## src/rtl/tweak_pulse_gen.sv

```systemverilog
// Multi-channel tweak pulse generator: after each pwm edge, waits a global delay and then
// fires one delayed pulse per enabled channel. Define TWEAK_LONG_PULSE_EN for 4x pulse lengths.
module tweak_pulse_gen #(
    parameter int NO_TWEAKS      = 6,
    parameter int DELAY_WIDTH    = 3,
    parameter int DURATION_WIDTH = 2,
    parameter int GLOBAL_WIDTH   = 8
) (
    input  logic                                clk,
    input  logic                                reset,
    input  logic                                pwm,
    input  logic [GLOBAL_WIDTH-1:0]             tweak_global_delay,
    input  logic [NO_TWEAKS-1:0]                tweak_enable,
    input  logic [NO_TWEAKS-1:0]                tweak_sense,
    input  logic [NO_TWEAKS*DELAY_WIDTH-1:0]    tweak_delay,
    input  logic [NO_TWEAKS*DURATION_WIDTH-1:0] tweak_duration,
    output logic [NO_TWEAKS-1:0]                tweak_out,
    output logic                                busy
);

    typedef enum logic [1:0] {
        ST_IDLE   = 2'd0,
        ST_ALIGN  = 2'd1,
        ST_GDELAY = 2'd2,
        ST_RUN    = 2'd3
    } state_t;

    typedef enum logic [1:0] {
        PH_WAIT  = 2'd0,
        PH_PULSE = 2'd1,
        PH_DONE  = 2'd2
    } phase_t;

    localparam logic [GLOBAL_WIDTH:0]   GCNT_ONE = {{GLOBAL_WIDTH{1'b0}}, 1'b1};
    localparam logic [DELAY_WIDTH:0]    DCNT_ONE = {{DELAY_WIDTH{1'b0}}, 1'b1};
    localparam logic [DURATION_WIDTH:0] LCNT_ONE = {{DURATION_WIDTH{1'b0}}, 1'b1};

    state_t                              r_state, w_state_nx;
    logic                                r_pwm_prev, r_prev_valid, r_edge, w_edge;
    logic [GLOBAL_WIDTH:0]               r_gcnt, w_gcnt_nx, w_gcnt_inc;
    logic [GLOBAL_WIDTH-1:0]             r_snap_gdelay, w_snap_gdelay_nx;
    logic [NO_TWEAKS-1:0]                r_snap_enable, w_snap_enable_nx;
    logic [NO_TWEAKS-1:0]                r_snap_sense, w_snap_sense_nx;
    logic [NO_TWEAKS*DELAY_WIDTH-1:0]    r_snap_delay, w_snap_delay_nx;
    logic [NO_TWEAKS*DURATION_WIDTH-1:0] r_snap_duration, w_snap_duration_nx;
    phase_t                              r_phase [NO_TWEAKS];
    phase_t                              w_phase_nx [NO_TWEAKS];
    logic [DELAY_WIDTH:0]                r_dcnt [NO_TWEAKS];
    logic [DELAY_WIDTH:0]                w_dcnt_nx [NO_TWEAKS];
    logic [DURATION_WIDTH:0]             r_lcnt [NO_TWEAKS];
    logic [DURATION_WIDTH:0]             w_lcnt_nx [NO_TWEAKS];
`ifdef TWEAK_LONG_PULSE_EN
    logic [1:0]                          r_presc [NO_TWEAKS];
    logic [1:0]                          w_presc_nx [NO_TWEAKS];
`endif
    logic [NO_TWEAKS-1:0]                r_out, w_out_nx;
    logic                                r_busy, w_busy_nx, w_all_done;

    // The valid flag keeps the first cycle after reset from reporting a spurious edge.
    assign w_edge     = r_prev_valid & (pwm ^ r_pwm_prev);
    assign w_gcnt_inc = r_gcnt + GCNT_ONE;
    assign tweak_out  = r_out;
    assign busy       = r_busy;

    // pwm edge detector
    always_ff @(posedge clk or negedge reset) begin
        if (!reset) begin
            r_pwm_prev   <= 1'b0;
            r_prev_valid <= 1'b0;
            r_edge       <= 1'b0;
        end else begin
            r_pwm_prev   <= pwm;
            r_prev_valid <= 1'b1;
            r_edge       <= w_edge;
        end
    end

    // State, snapshot, per-channel counters and registered outputs
    always_ff @(posedge clk or negedge reset) begin
        if (!reset) begin
            r_state         <= ST_IDLE;
            r_gcnt          <= '0;
            r_snap_gdelay   <= '0;
            r_snap_enable   <= '0;
            r_snap_sense    <= '0;
            r_snap_delay    <= '0;
            r_snap_duration <= '0;
            r_out           <= '0;
            r_busy          <= 1'b0;
            for (int i = 0; i < NO_TWEAKS; i++) begin
                r_phase[i] <= PH_DONE;
                r_dcnt[i]  <= '0;
                r_lcnt[i]  <= '0;
`ifdef TWEAK_LONG_PULSE_EN
                r_presc[i] <= 2'd0;
`endif
            end
        end else begin
            r_state         <= w_state_nx;
            r_gcnt          <= w_gcnt_nx;
            r_snap_gdelay   <= w_snap_gdelay_nx;
            r_snap_enable   <= w_snap_enable_nx;
            r_snap_sense    <= w_snap_sense_nx;
            r_snap_delay    <= w_snap_delay_nx;
            r_snap_duration <= w_snap_duration_nx;
            r_out           <= w_out_nx;
            r_busy          <= w_busy_nx;
            r_phase         <= w_phase_nx;
            r_dcnt          <= w_dcnt_nx;
            r_lcnt          <= w_lcnt_nx;
`ifdef TWEAK_LONG_PULSE_EN
            r_presc         <= w_presc_nx;
`endif
        end
    end

    // Next-state: sequencing, snapshot capture and per-channel pulse timing
    always_comb begin
        w_state_nx         = r_state;
        w_gcnt_nx          = r_gcnt;
        w_snap_gdelay_nx   = r_snap_gdelay;
        w_snap_enable_nx   = r_snap_enable;
        w_snap_sense_nx    = r_snap_sense;
        w_snap_delay_nx    = r_snap_delay;
        w_snap_duration_nx = r_snap_duration;
        w_phase_nx         = r_phase;
        w_dcnt_nx          = r_dcnt;
        w_lcnt_nx          = r_lcnt;
`ifdef TWEAK_LONG_PULSE_EN
        w_presc_nx         = r_presc;
`endif
        w_out_nx           = r_out;
        w_busy_nx          = r_busy;
        w_all_done         = 1'b1;

        if (r_edge) begin
            // A new edge restarts from scratch, whatever state we were in.
            w_state_nx = ST_ALIGN;
            w_busy_nx  = 1'b1;
            w_out_nx   = r_snap_sense;
            for (int i = 0; i < NO_TWEAKS; i++) begin
                w_phase_nx[i] = PH_DONE;
            end
        end else begin
            case (r_state)
                ST_IDLE: begin
                    w_busy_nx = 1'b0;
                end
                ST_ALIGN: begin
                    w_snap_gdelay_nx   = tweak_global_delay;
                    w_snap_enable_nx   = tweak_enable;
                    w_snap_sense_nx    = tweak_sense;
                    w_snap_delay_nx    = tweak_delay;
                    w_snap_duration_nx = tweak_duration;
                    w_out_nx           = tweak_sense;
                    w_gcnt_nx          = '0;
                    for (int i = 0; i < NO_TWEAKS; i++) begin
                        w_phase_nx[i] = tweak_enable[i] ? PH_WAIT : PH_DONE;
                        w_dcnt_nx[i]  = '0;
                        w_lcnt_nx[i]  = '0;
                    end
                    if (tweak_global_delay == {GLOBAL_WIDTH{1'b0}}) begin
                        w_state_nx = ST_RUN;
                    end else begin
                        w_state_nx = ST_GDELAY;
                    end
                end
                ST_GDELAY: begin
                    if (w_gcnt_inc == {1'b0, r_snap_gdelay}) begin
                        w_state_nx = ST_RUN;
                    end else begin
                        w_gcnt_nx = w_gcnt_inc;
                    end
                end
                ST_RUN: begin
                    for (int i = 0; i < NO_TWEAKS; i++) begin
                        case (r_phase[i])
                            PH_WAIT: begin
                                w_all_done = 1'b0;
                                if (r_dcnt[i] == {1'b0, r_snap_delay[i*DELAY_WIDTH +: DELAY_WIDTH]}) begin
                                    w_out_nx[i]   = ~r_snap_sense[i];
                                    w_phase_nx[i] = PH_PULSE;
                                    w_lcnt_nx[i]  = '0;
`ifdef TWEAK_LONG_PULSE_EN
                                    w_presc_nx[i] = 2'd0;
`endif
                                end else begin
                                    w_dcnt_nx[i] = r_dcnt[i] + DCNT_ONE;
                                end
                            end
                            PH_PULSE: begin
`ifdef TWEAK_LONG_PULSE_EN
                                // Duration counter advances once per four prescaler ticks.
                                if (r_presc[i] == 2'd3) begin
                                    if (r_lcnt[i] == {1'b0, r_snap_duration[i*DURATION_WIDTH +: DURATION_WIDTH]}) begin
                                        w_out_nx[i]   = r_snap_sense[i];
                                        w_phase_nx[i] = PH_DONE;
                                    end else begin
                                        w_all_done    = 1'b0;
                                        w_lcnt_nx[i]  = r_lcnt[i] + LCNT_ONE;
                                        w_presc_nx[i] = 2'd0;
                                    end
                                end else begin
                                    w_all_done    = 1'b0;
                                    w_presc_nx[i] = r_presc[i] + 2'd1;
                                end
`else
                                if (r_lcnt[i] == {1'b0, r_snap_duration[i*DURATION_WIDTH +: DURATION_WIDTH]}) begin
                                    w_out_nx[i]   = r_snap_sense[i];
                                    w_phase_nx[i] = PH_DONE;
                                end else begin
                                    w_all_done   = 1'b0;
                                    w_lcnt_nx[i] = r_lcnt[i] + LCNT_ONE;
                                end
`endif
                            end
                            PH_DONE: begin
                                w_out_nx[i] = r_snap_sense[i];
                            end
                            default: begin
                                w_out_nx[i]   = r_snap_sense[i];
                                w_phase_nx[i] = PH_DONE;
                            end
                        endcase
                    end
                    // busy drops on the same edge the last pulse returns to idle.
                    if (w_all_done) begin
                        w_state_nx = ST_IDLE;
                        w_busy_nx  = 1'b0;
                    end else begin
                        w_busy_nx  = 1'b1;
                    end
                end
                default: begin
                    w_state_nx = ST_IDLE;
                    w_busy_nx  = 1'b0;
                end
            endcase
        end
    end

endmodule
```

## config.mk

```make
export PLATFORM = sky130hd
export DESIGN_NAME = tweak_pulse_gen
export DESIGN_NICKNAME = d
export VERILOG_FILES = /design/src/rtl/tweak_pulse_gen.sv
export SDC_FILE = /design/constraint.sdc
export NUM_CORES = 1
export LEC_CHECK = 0
export ABC_CLOCK_PERIOD_IN_PS = 2100
export CORE_ASPECT_RATIO = 0.9
export CORE_MARGIN = 5
export CORE_UTILIZATION = 50
export CTS_BUF_LIST = sky130_fd_sc_hd__clkbuf_16
export DETAILED_ROUTE_END_ITERATION = 12
export GPL_ROUTABILITY_DRIVEN = 0
export HOLD_SLACK_MARGIN = 0.06
export PLACE_DENSITY_LB_ADDON = 0.25
export SLEW_MARGIN = 5
export SYNTH_ARGS = -nofsm -noshare
export SYNTH_HDL_FRONTEND = slang
export SYNTH_SLANG_ARGS = --single-unit
```

## constraint.sdc

```tcl
create_clock -name clk -period 2.1 [get_ports clk]
set_input_delay 0.42 -clock clk [delete_from_list [all_inputs] [get_ports clk]]
set_output_delay 0.42 -clock clk [all_outputs]
set_load 0.01 [all_outputs]
```

---- Yosys cells after proc, flatten, opt, wreduce, memory -nomap -nowiden ----
Index checks and enable logic that the tools add are counted.
storage, ports and cells
  bits of input ports ..................... 53
  word-level logic and storage cells ...... 279
  flip-flop bits (word level) ............. 119
operators by class
  equality and inequality tests ........... 79
  bitwise gates (word level) .............. 9
  add/sub/neg operators ................... 13
  reduce and logical (&&, ||, !) cells .... 40
  mux-type cells .......................... 104
operators with widths
  kind                                                    count
  inequality test 3 bit (second input constant)           20
  2-to-1 mux 4 bit                                        12
  inequality test 4 bit (second input constant)           12
  case mux 24 bit (2 select lines)                        1
  AND reduction 4 bit                                     12
  2-to-1 mux 2 bit                                        21
  case mux 2 bit (3 select lines)                         7
  2-to-1 mux 3 bit                                        12
  case mux 18 bit (2 select lines)                        1
  case mux 3 bit (2 select lines)                         6
  AND reduction 5 bit                                     6
  case mux 1 bit (2 select lines)                         13
  2-to-1 mux 1 bit                                        25
  adder 4 x 1 -> 4 bit (second input constant)            6
  equality test 4 x 3 -> 1 bit                            6
  case mux 12 bit (2 select lines)                        1
  AND reduction 3 bit                                     8
  adder 3 x 1 -> 3 bit (second input constant)            6
  equality test 3 x 2 -> 1 bit                            6
  inequality test 3 x 1 -> 1 bit (second input constant)  6
  case mux 9 bit (2 select lines)                         1
  equality test 2 bit (second input constant)             8
  equality test 2 x 1 -> 1 bit (second input constant)    7
  zero test 2 bit                                         7
  16 further kinds                                        35

---- Depth between registers and ports, before layout ----
  depth after elaboration ................. 20
  mapped depth ............................ 10

---- Worst setup path after synthesis ----
OpenSTA, ideal clock, no wires.
  path type ............................... register -> register
  from .................................... reg r_state[0]
  to ...................................... reg r_out[4] (netlist: tweak_out[4])
  path buffers ............................ 2
  slack ................................... -0.123 ns
  setup time .............................. 0.127 ns
  data arrival time ....................... 2.095 ns
  cell stages (with the launch flop) ...... 10
  cell sequence ........................... dfrtp_1 > ha_1 > buf_2 > nor2_1 > and2_1 > buf_2 > a21oi_2 > or4b_4 > nand3_2 > mux2_1
on the way
  cells in the longest elaborated chain, start to end .. 3
  elaborated cells between the ends (all ways) .. 8
  classes of those cells .................. eq/ne (4); mux (2); reduce/logical (2)
ends and longest elaborated chain
  item                                                                      line  text
  from (decl)                                                               38    state_t r_state, w_state_nx;
  from (signal assigned)                                                    99    r_state <= w_state_nx;
  equality test 2 bit or equality test 2 x 1 -> 1 bit (tied branches)       145   case (r_state)
  inequality test 4 bit (no source line) (tied with other cells)            -
  AND reduction 3 bit (no source line) or 2-to-1 mux 6 bit (tied branches)  -
  to (signal assigned)                                                      106   r_out <= w_out_nx;
  to (decl)                                                                 56    logic [NO_TWEAKS-1:0] r_out, w_out_nx;
Parallel ways exist; a longest one is shown, timed or not.
A chain may end at the register's enable or synchronous reset.

---- Worst setup path after layout ----
  from .................................... reg r_dcnt[6] (netlist name)
  to ...................................... reg r_out[4] (netlist: tweak_out[4])
on the way
  cells in the longest elaborated chain, start to end .. 3
ends and longest elaborated chain
  item                                    line  text
  from (decl)                             48    logic [DELAY_WIDTH:0] r_dcnt [NO_TWEAKS];
  from (signal assigned)                  109   r_dcnt <= w_dcnt_nx;
  equality test 4 x 3 -> 1 bit            180   if (r_dcnt[i] == {1'b0, r_snap_delay[i*DELAY_WIDTH +: DELAY_WIDTH]}) begin
  inequality test 4 bit (no source line)  -
  AND reduction 3 bit (no source line)    -
Every way passes these cells.

==> flow_metrics.py <==
metrics = {
    "outcome": {
        "outcome": "finished, violations left",
        "violations": "setup timing",
    },
    "floorplanning": {
        "die_area_sq_um": 15400,
        "rows": 39,
        "core_sq_um": 12700,
        "dieHeight_microns": 118,
        "die_w_microns": 130,
        "start_util_pct": 51.2,
        "ios": 60,
    },
    "grt": {
        "groute.layer.met2.usage_pct": 34.1,
        "antenna_found_initial": 0,
        "grt_pass1_wl_mm": 26.2,
        "grt_max_degree": 120,
        "globalRouteTotalUtil_pct": 21.4,
        "grt_pass1_vias": 5340,
        "grt_overflow": 0,
        "grt.busiest_layer": "met2",
        "grt_use_met1_pct": 28.5,
        "use_met3_pct": 6.13,
    },
    "setup_path": {
        "path_max_fanout": 2,
        "r2r_slack_ps": -110,
        "r2r-start": "r_dcnt[6]",
        "worst_setup_path_end_kind": "register",
        "cp.arrival_ps": 2510,
        "slowest_stage": "or4b_4",
        "r2r_end": "tweak_out[4]",
        "max_stage_delay_ps": 500,
        "path_class": "register to register",
        "worstRegToRegCells": 8,
        "path_cells": "xor2_1, nor4_2, buf_4, o21a_1, a21oi_2, or4b_4, nand3_2, mux2_4",
        "startpoint_type": "register",
        "crit_required_ps": 2400,
    },
    "power": {
        "total_power_uw": 11600,
        "clkPwrFrac_pct": 22.9,
        "p_seq_share_pct": 32.6,
        "ir_drop_mv": 0.770,
        "powerDensity_nw_per_um2": 1380,
        "p_sw_share_pct": 37.1,
        "combPwrFrac_pct": 44.5,
        "cell_internal_pwr_uw": 7280,
        "leakage_uw": 0.00366,
        "p_sw_uw": 4310,
    },
    "clock_tree": {
        "cts_tree": "done",
        "h-tree-depth": 4,
        "cts_num_sinks": 119,
        "cts_buffer_depth": 2,
        "clock_latency_ps": 410,
        "cts-buffers-inserted": 17,
        "cts-root-buf": "clkbuf_16",
        "clkSlewWorstSetupHoldPaths_ps": 50,
    },
    "yosys": {
        "syn_inst": 628,
        "synth_top_area_cell": "dfrtp_1",
        "ys_seq_area_share_pct": 45.8,
        "synth_top_area_share_pct": 43.4,
        "synth_ff_type": "dfrtp_1",
        "syn_area_sq_um": 6520,
        "async_flop_share_pct": 100,
        "synth.avg_cell_area_sq_um": 10.4,
        "synth_area_leaders": "dfrtp_1, mux2_2, xor2_1",
        "ys_ff_latch": 119,
        "yosysWarnings": 0,
        "synth_edf_count": 0,
        "syn_nets": 698,
        "synthDistinctLibCells": 75,
    },
    "finish": {
        "final_area_sq_um": 8420,
        "fin_nets": 816,
        "syn_to_final_growth_pct": 29.2,
        "layout-drive-gt1-share_pct": 26.1,
        "fillers": 977,
        "n_antenna_cell": 0,
    },
    "route": {
        "wirelength_mm": 16.3,
        "vias": 5276,
        "drt_iter0_markers": 483,
        "ant_nets": 0,
        "drc": 0,
        "first_pass_iters": 5,
        "via_per_inst": 5.72,
        "routedWlPerCell_microns": 17.7,
    },
    "sta": {
        "worst_slack_ps": -111,
        "worstMarginPinSlew_ps": 650,
        "period_share_pct": 105,
        "setup_viol": 4,
        "period_minus_slack_ps": 2210,
        "max_clock_freq_mhz": 452,
        "maxSlewViolCount": 0,
        "clock_skew_ps": 7.85,
        "rsz0062_at_grt": "yes",
        "relSlewSlack_pct": 56.7,
        "hold_violations": 0,
    },
    "placed_design": {
        "io_buffers": 59,
        "hpwl_mm": 11.2,
        "pre_cts_ws_ps": -103,
        "placed_area_sq_um": 7670,
    },
    "job": {
        "max-cap-violations": 0,
    },
    "hold_path": {
        "hold_path.class": "primary input to asynchronous set/reset pin",
    },
}
-- cell usage after synthesis (4+ instances only) --
| cell | instances |
|---|---|
| dfrtp_1 | 113 |
| mux2_2 | 52 |
| nor2_1 | 51 |
| nand2_1 | 50 |
| o21ai_0 | 36 |
| xor2_1 | 31 |
| a21oi_1 | 30 |
| inv_1 | 25 |
| nand3_1 | 19 |
| ha_1 | 17 |
| xnor2_1 | 17 |
| nor3_1 | 15 |
| clkbuf_1 | 14 |
| mux2i_1 | 12 |
| a22oi_1 | 8 |
| nor4_1 | 7 |
| dfstp_2 | 6 |
| nor2b_1 | 6 |
| a22o_1 | 5 |
| a31oi_1 | 5 |
| a41oi_1 | 5 |
| buf_1 | 5 |
| buf_2 | 5 |
| a21o_1 | 4 |
| a41o_1 | 4 |
| and3_1 | 4 |
| nand4_1 | 4 |
| o31ai_1 | 4 |
-- through the flow --
step | util (%) | TNS [ps] | hold slack [ps] | std cells
3_5_place_dp | 60.2 | -198 | 438 | 881
3_3_place_gp | 60.2 | -39.8 | 437 | 881
2_1_floorplan | - | -65.4 | 124 | 628
4_1_cts | 64.6 | -61.3 | 130 | 914
6_report | 66.1 | -174 | 94.7 | 923
5_1_grt | 66.1 | -753 | 129 | 923
-- flip-flops by register name, summed over array words and instances, names as in the netlist, 2 cells and up --
register	cells
r_snap_gdelay	8
r_lcnt	18
tweak_out	6
r_snap_delay	18
r_phase	12
r_snap_duration	12
r_state	2
r_dcnt	24
r_gcnt	9
r_snap_sense	6
-- cell families (layout without fill, tap and decap cells) --
kind of cell	count (synthesis)	after routing	synth area share, %
simple gates	188	189	14.6
compound gates	135	135	14.9
flops	119	119	45.8
mux	67	67	11.3
buf+inv	53	183	3.53
xor+xnor	48	48	6.45
fa+ha+maj	17	17	3.26
other cells	1	1	0.0575
-- placed cells by master (no fill, tap or decap), types with 5 or more instances in the layout --
cell,count
nand2_1,50
xor2_1,31
inv_1,34
dfrtp_1,109
xnor2_1,16
ha_1,14
a41oi_1,5
a31oi_1,5
mux2_2,52
clkbuf_16,17
a21oi_2,7
o21ai_0,35
clkdlybuf4s50_1,58
a21oi_1,25
nor4_1,5
a22o_1,5
nand3_1,18
a22oi_1,8
mux2i_1,12
dfstp_2,6
nor2_1,49
nor3_1,13
buf_4,61
-- layer usage --
| metal | vias up | share of wire, % | routed length, microns |
|---|---|---|---|
| met4 | 0 | 1.2 | 201 |
| met5 | - | 0 | 0 |
| met1 | 2625 | 45 | 7250 |
| li1 | 2490 | - | - |
| met3 | 17 | 4.7 | 772 |
| met2 | 144 | 50 | 8070 |
-- timing repair --
item / 4_1_cts / 5_1_grt
resized for setup: 3 / 29
setup buffers: 1 / 8
hold endpoints to repair: 0 / 0
pin swaps: 2 / 22
endpoints found under the setup margin: 7 / 35
hold buffers: 0 / 0
cloned: 0 / 1
-- worst max-delay path, delay by kind of cell (launching register included) --
family                 cells  cell delay, ps
AND/OR/NAND/NOR            3             880
flip-flops                 1             380
multiplexers               1             290
AO/OA/AOI/OAI              2             190
XOR/XNOR                   1             180
buffers and inverters      1             170
-- area by class of cell --
class | instances | area [sq um] | area share, %
repair buffers | 125 | 1130 | 13.5
flip-flops and latches | 119 | 2990 | 35.5
well taps | 164 | 205 | 2.44
inverters | 26 | 97.6 | 1.16
multi-input cells | 457 | 3460 | 41.1
clock buffers | 17 | 425 | 5.05
clock inverters | 15 | 111 | 1.32
-- power by group through the flow --
stage / Combinational, uW / Clock, uW / Sequential, uW
6_report: 5150 / 2650 / 3780
5_1_grt: 5630 / 2820 / 3880
4_1_cts: 4960 / 2710 / 3770
3_5_place_dp: 4870 / 0 / 3800
3_3_place_gp: 4700 / 0 / 3740
2_1_floorplan: 3250 / 0 / 3630
-- how the worst max path moves through the flow --
stage,from,end,slack (ps),depth (start not counted)
after floorplan,r_state[0],tweak_out[4],-70,9
after global placement,r_dcnt[6],tweak_out[4],-40,7
after detailed placement,r_dcnt[6],tweak_out[4],-100,7
after CTS,r_dcnt[6],tweak_out[4],-60,8
after global routing,r_dcnt[6],tweak_out[4],-160,8
final,r_dcnt[6],tweak_out[4],-110,8
(Power assumes the default switching activity.)
==> RTL change 1: new RTL, same flow settings <==
Add an input register stage for `tweak_delay`, cleared by the reset; this delays it by one clock. The other inputs are not delayed to match.
--- a/src/rtl/tweak_pulse_gen.sv
+++ b/src/rtl/tweak_pulse_gen.sv
@@ -37,2 +37,12 @@
 
+    logic [NO_TWEAKS*DELAY_WIDTH-1:0] tweak_delay_q;
+
+    always_ff @(posedge clk or negedge reset) begin
+        if (!reset) begin
+            tweak_delay_q <= '0;
+        end else begin
+            tweak_delay_q <= tweak_delay;
+        end
+    end
+
     state_t                              r_state, w_state_nx;
@@ -152,3 +162,3 @@
                     w_snap_sense_nx    = tweak_sense;
-                    w_snap_delay_nx    = tweak_delay;
+                    w_snap_delay_nx    = tweak_delay_q;
                     w_snap_duration_nx = tweak_duration;
Check against the original RTL: not equivalent (a bounded check fails within 10 cycles, from zero or initial values and one cycle with reset low).
==> RTL change 1 against the unedited design <==
  * The flow still finishes with violations (negative setup slack)
  * Sequential cell count up 18
  * Critical path depth unchanged
  * Sequential power up 9.5%
  * Power up 4.6%
  * Worst setup slack better by 0.030 ns
  * Design area up 6.1%
  * Synthesized area up 5.3%
  * Wire length up 3.1%
==> RTL change 1: results (changes against the unedited design) <==
stage	metric	value	unit	change
global_route	grt_use_met3	0.05431		was 0.06134
logic_synthesis	ys_seq_area_frac	0.5006		was 0.4581
status	violations	negative setup slack		unchanged
final_layout	nFillCells	992		was 977
placed_design	pre_cts_ws	-0.1776	ns	was -0.1030 ns
routing	wl	16.80	mm	was 16.29 mm
critical_path	startpoint	r_gcnt[0]		was r_dcnt[6]
timing	finalSetupTns	-0.3383	ns	was -0.1738 ns
clocking	hold_buffers	1		was 0
global_route	grt_use_met1	0.2860		was 0.2851
routing	via_count	5445		was 5276
placed_design	post-dp-hpwl	11.41	mm	was 11.18 mm
final_layout	nNetsFinal	823		was 816
logic_synthesis	synth.distinct_cells	65		was 75
clocking	postCtsSetupRepairBufs	6		was 1
global_route	grt_max_degree	49		was 120
clocking	cts_resized	16		was 3
global_route	grt.total_usage	0.2150		was 0.2140
routing	wl_met3	919	um	was 772 um
power_and_ir_drop	p_int	0.007788	W	was 0.007283 W
global_route	grt_pass1_wl	27.64	mm	was 26.17 mm
timing	whs	0.4260	ns	was 0.09472 ns
power_and_ir_drop	pwr-share-comb	0.398		was 0.445
routing	wl_met1	7.557	mm	was 7.250 mm
global_route	grt_pass1_vias	5507		was 5340
critical_path	worstPathArrival	2.54	ns	was 2.51 ns
worst_hold_path	worst_hold_path_type	primary input to register		was primary input to asynchronous set/reset pin
placed_design	placed_cell_area	7988	um^2	was 7670 um^2
routing	dr_wl_met2	7.989	mm	was 8.067 mm
critical_path	critPathMaxFanout	5		was 2
clocking	clk_latency	0.43	ns	was 0.41 ns
timing	fin_skew	0.008377	ns	was 0.007848 ns
final_layout	antenna_cells	0		unchanged
power_and_ir_drop	power.leakage	3.899	nW	was 3.659 nW
global_route	grt_use_met2	0.3471		was 0.3407
logic_synthesis	synth_fp_nets	710		was 698
timing	setup_viol	7		was 4
final_layout	drive_gt1_frac	0.2598		was 0.2609
routing	drtIter0Drc	397		was 483
status	outcome	complete, but fails checks		unchanged
placed_design	placed_cells	887		was 881
logic_synthesis	synth_warnings	0		unchanged
final_layout	stdcell_count	934		was 923
clocking	cts_root_buffer	clkbuf_16		unchanged
routing	top_layer	met4		unchanged
global_route	antenna_found_initial	0		unchanged
power_and_ir_drop	p_clk	0.00317	W	was 0.00265 W
logic_synthesis	synthTopCellsByCount	dfrtp_1, mux2_2, o21ai_0, nor2_1, nand2_1		was dfrtp_1, mux2_2, nor2_1, nand2_1, o21ai_0
logic_synthesis	synthTopCellsByArea	dfrtp_1, mux2_2, xor2_1		unchanged
power_and_ir_drop	max-vdd-ir-drop	0.0008690	V	was 0.0007705 V
power_and_ir_drop	power_density	1357	nW/um^2	was 1377 nW/um^2
timing	timing.final.ws_setup	-0.08091	ns	was -0.1107 ns
placed_design	numPortBuffers	59		unchanged
logic_synthesis	async_flop_share	1.000		unchanged
logic_synthesis	synthCells	640		was 628
==> RTL change 1: changes by cell type after synthesis, moves of 6 or more <==
| cell | before | now |
|---|---|---|
| dfrtp_1 | 113 | 131 |
| nand2_1 | 50 | 43 |
| nor2_1 | 51 | 45 |
| o21ai_0 | 36 | 48 |
| or3_1 | 1 | 7 |
| xnor2_1 | 17 | 11 |
==> RTL change 1: logic make-up (layout without fill, tap and decap cells) <==
kind of cell,Yosys count,in the layout,share of synthesized area
fa+ha+maj,17,17,0.03099
compound gates,140,140,0.1380
mux,67,67,0.1074
flops,137,137,0.5006
buf+inv,54,179,0.03336
xor+xnor,46,46,0.05870
other cells,1,1,0.0005464
simple gates,178,179,0.1304
==> RTL change 1: worst max-delay path, cell delays in order (launching register included) <==
cell and delay, ns:
dfrtp_2 0.44, ha_4 0.17, and3_4 0.18, and3_4 0.19, o32ai_4 0.27, a211oi_2 0.10, and4_4 0.20, or4_4 0.48
nand3_2 0.09
==> RTL change 1: layout make-up <==
| cell class | count | area [um^2] | area share |
|---|---|---|---|
| clock inverter | 15 | 198.9 | 0.02227 |
| multi-input combinational | 450 | 3407 | 0.3813 |
| timing repair buffer | 123 | 1164 | 0.1302 |
| inverter | 24 | 90.09 | 0.01008 |
| sequential | 137 | 3440 | 0.3850 |
| clock buffer | 17 | 425.4 | 0.04761 |
| tap | 168 | 210.2 | 0.02353 |
==> RTL change 1: worst paths after layout <==
check	endpoint	depth (start not counted)
worst max-delay path	r_gcnt[2]	8
worst min-delay path	tweak_delay_q[2]	1
worst max register to register	r_gcnt[2]	8
worst min register to register	r_snap_delay[1]	1
max in group asynchronous	r_phase[9]	3
min in group asynchronous	r_snap_sense[0]	2
==> RTL change 2: new RTL, same flow settings <==
Made on the original files. Add a define of `TWEAK_LONG_PULSE_EN`.
--- a/src/rtl/tweak_pulse_gen.sv
+++ b/src/rtl/tweak_pulse_gen.sv
@@ -2,2 +2,4 @@
 // fires one delayed pulse per enabled channel. Define TWEAK_LONG_PULSE_EN for 4x pulse lengths.
+`define TWEAK_LONG_PULSE_EN
+
 module tweak_pulse_gen #(
Behaviour: not the same (a bounded check fails within 10 cycles, from zero or initial values and one cycle with reset low).
==> RTL change 2 against the unedited design <==
  * The flow still finishes with violations (negative setup slack)
  * Via count up 13%
  * Synthesized area up 9.0%
  * Sequential cell count up 12
  * Power down 5.5%
  * Worst hold slack worse by 0.061 ns
  * Wire length up 8.1%
  * Non-clock buffer count up 11
  * Worst setup slack worse by 0.046 ns
  * Design area up 8.0%
  * Fmax down 2.1%
  * Critical endpoint is now r_gcnt[0]
  * Highest routed layer unchanged
==> RTL change 2: results (changes against the unedited design) <==
stage	metric	value	unit	change
status	outcome	complete, but fails checks		unchanged
status	violations	negative setup slack		unchanged
placed_design	post-dp-hpwl	12.33	mm	was 11.18 mm
final_layout	reg_top3	r_dcnt (24), r_lcnt (18), r_snap_delay (18)		unchanged
routing	drtIter0Drc	398		was 483
routing	wl	17.61	mm	was 16.29 mm
routing	wl_met1	7.812	mm	was 7.250 mm
critical_path	critPathMaxFanout	4		was 2
global_route	grt_max_degree	97		was 120
critical_path	crit_path_top_delay_cell	dfrtp_1		was or4b_4
timing	fin_skew	0.005176	ns	was 0.007848 ns
logic_synthesis	synth_fp_nets	789		was 698
timing	finalSetupTns	-1.067	ns	was -0.1738 ns
logic_synthesis	synthTopCellsByArea	dfrtp_1, mux2_2, xor2_1		unchanged
routing	wl_met3	804	um	was 772 um
final_layout	nFillCells	1149		was 977
final_layout	drive_gt1_frac	0.2225		was 0.2609
global_route	grt_pass1_vias	6130		was 5340
logic_synthesis	synth.area.mux_share	0.1069		was 0.1135
logic_synthesis	synth.distinct_cells	57		was 75
global_route	grt_pass1_wl	29.19	mm	was 26.17 mm
logic_synthesis	synthTopCellsByCount	dfrtp_1, nand2_1, nor2_1, o21ai_0, mux2_2		was dfrtp_1, mux2_2, nor2_1, nand2_1, o21ai_0
critical_path	worstPathArrival	2.57	ns	was 2.51 ns
power_and_ir_drop	power.leakage	4.091	nW	was 3.659 nW
power_and_ir_drop	max-vdd-ir-drop	0.0007036	V	was 0.0007705 V
routing	via_count	5939		was 5276
placed_design	numPortBuffers	59		unchanged
logic_synthesis	synth_xor_area_frac	0.06535		was 0.06452
logic_synthesis	synthAdderAreaFrac	0.04051		was 0.03264
global_route	grt.total_usage	0.2204		was 0.2140
final_layout	antenna_cells	0		unchanged
final_layout	nNetsFinal	917		was 816
logic_synthesis	ys_seq_area_frac	0.4626		was 0.4581
clocking	clk_latency	0.43	ns	was 0.41 ns
global_route	antenna_found_initial	0		unchanged
logic_synthesis	async_flop_share	1.000		unchanged
routing	dr_wl_met2	8.647	mm	was 8.067 mm
timing	timing.final.ws_setup	-0.1571	ns	was -0.1107 ns
logic_synthesis	synth_compound_area_frac	0.1402		was 0.1492
timing	worst-slew-pin-transition	0.5323	ns	was 0.6502 ns
timing	setup_viol	10		was 4
critical_path	critPathMaxStageDelay	0.42	ns	was 0.50 ns
critical_path	crit_family	compound AO/OA/AOI/OAI gates		was simple AND/OR/NAND/NOR gates
## RTL change 2: layout make-up
class | instances | area [um^2] | share of cell area
Tap cell | 193 | 241.5 | 0.02655
Multi-Input combinational cell | 537 | 3721 | 0.4091
Timing Repair Buffer | 136 | 1211 | 0.1332
Clock inverter | 15 | 141.4 | 0.01555
Clock buffer | 17 | 425.4 | 0.04677
Inverter | 18 | 67.56 | 0.007429
Sequential cell | 131 | 3287 | 0.3614
## RTL change 2: layer usage
metal / global-route usage / vias up
met5: 0 / -
met4: 0.07935 / 0
met3: 0.05126 / 30
met2: 0.3744 / 160
met1: 0.2774 / 2925
li1: - / 2824
## RTL change 2: per-stage QoR
step / setup slack, ns / instances / instance area, um^2 / hold WS (ns)
2_1_floorplan: -0.1338 / 713 / 7116 / 0.1244
3_3_place_gp: -0.08056 / 1012 / 8433 / 0.4354
3_5_place_dp: -0.1561 / 1012 / 8433 / 0.4482
4_1_cts: -0.1583 / 1044 / 9042 / 0.06378
5_1_grt: -0.3036 / 1047 / 9095 / 0.08523
6_report: -0.1571 / 1047 / 9095 / 0.03327
## RTL change 2: path summary, 6_finish.rpt
check | start | endpoint | slack [ns] | cells past startpoint
hold / removal | reset | r_dcnt[13] | 0.03 | 2
setup reg to reg | r_gcnt[1] | r_gcnt[0] | -0.16 | 9
hold reg to reg | r_prev_valid | r_edge | 0.45 | 1
max in group asynchronous | reset | r_phase[3] | 1.64 | 2
min in group clk | r_prev_valid | r_edge | 0.45 | 1
setup / recovery | r_gcnt[1] | r_gcnt[0] | -0.16 | 9
## RTL change 2: kinds of logic after synthesis
family                   Yosys count
other                              1
flip-flops                       131
XOR/XNOR                          53
AO/OA/AOI/OAI                    152
buffers and inverters             45
multiplexers                      69
adder cells (fa/ha/maj)           23
AND/OR/NAND/NOR                  239
## RTL change 2: power by group
| group | internal (W) | leakage [nW] | switching [W] |
|---|---|---|---|
| combinational | 0.00203 | 2.13 | 0.00218 |
| clock | 0.00173 | 0.278 | 0.00115 |
| sequential | 0.00325 | 1.68 | 0.000613 |
| total | 0.00701 | 4.09 | 0.00394 |
## RTL change 2: what timing repair did
action                     in CTS  in global routing
setup endpoints to repair      14                 27
resized for setup               8                 10
setup buffers                   0                  3
pin swaps                       6                  8
hold buffers                    0                  0
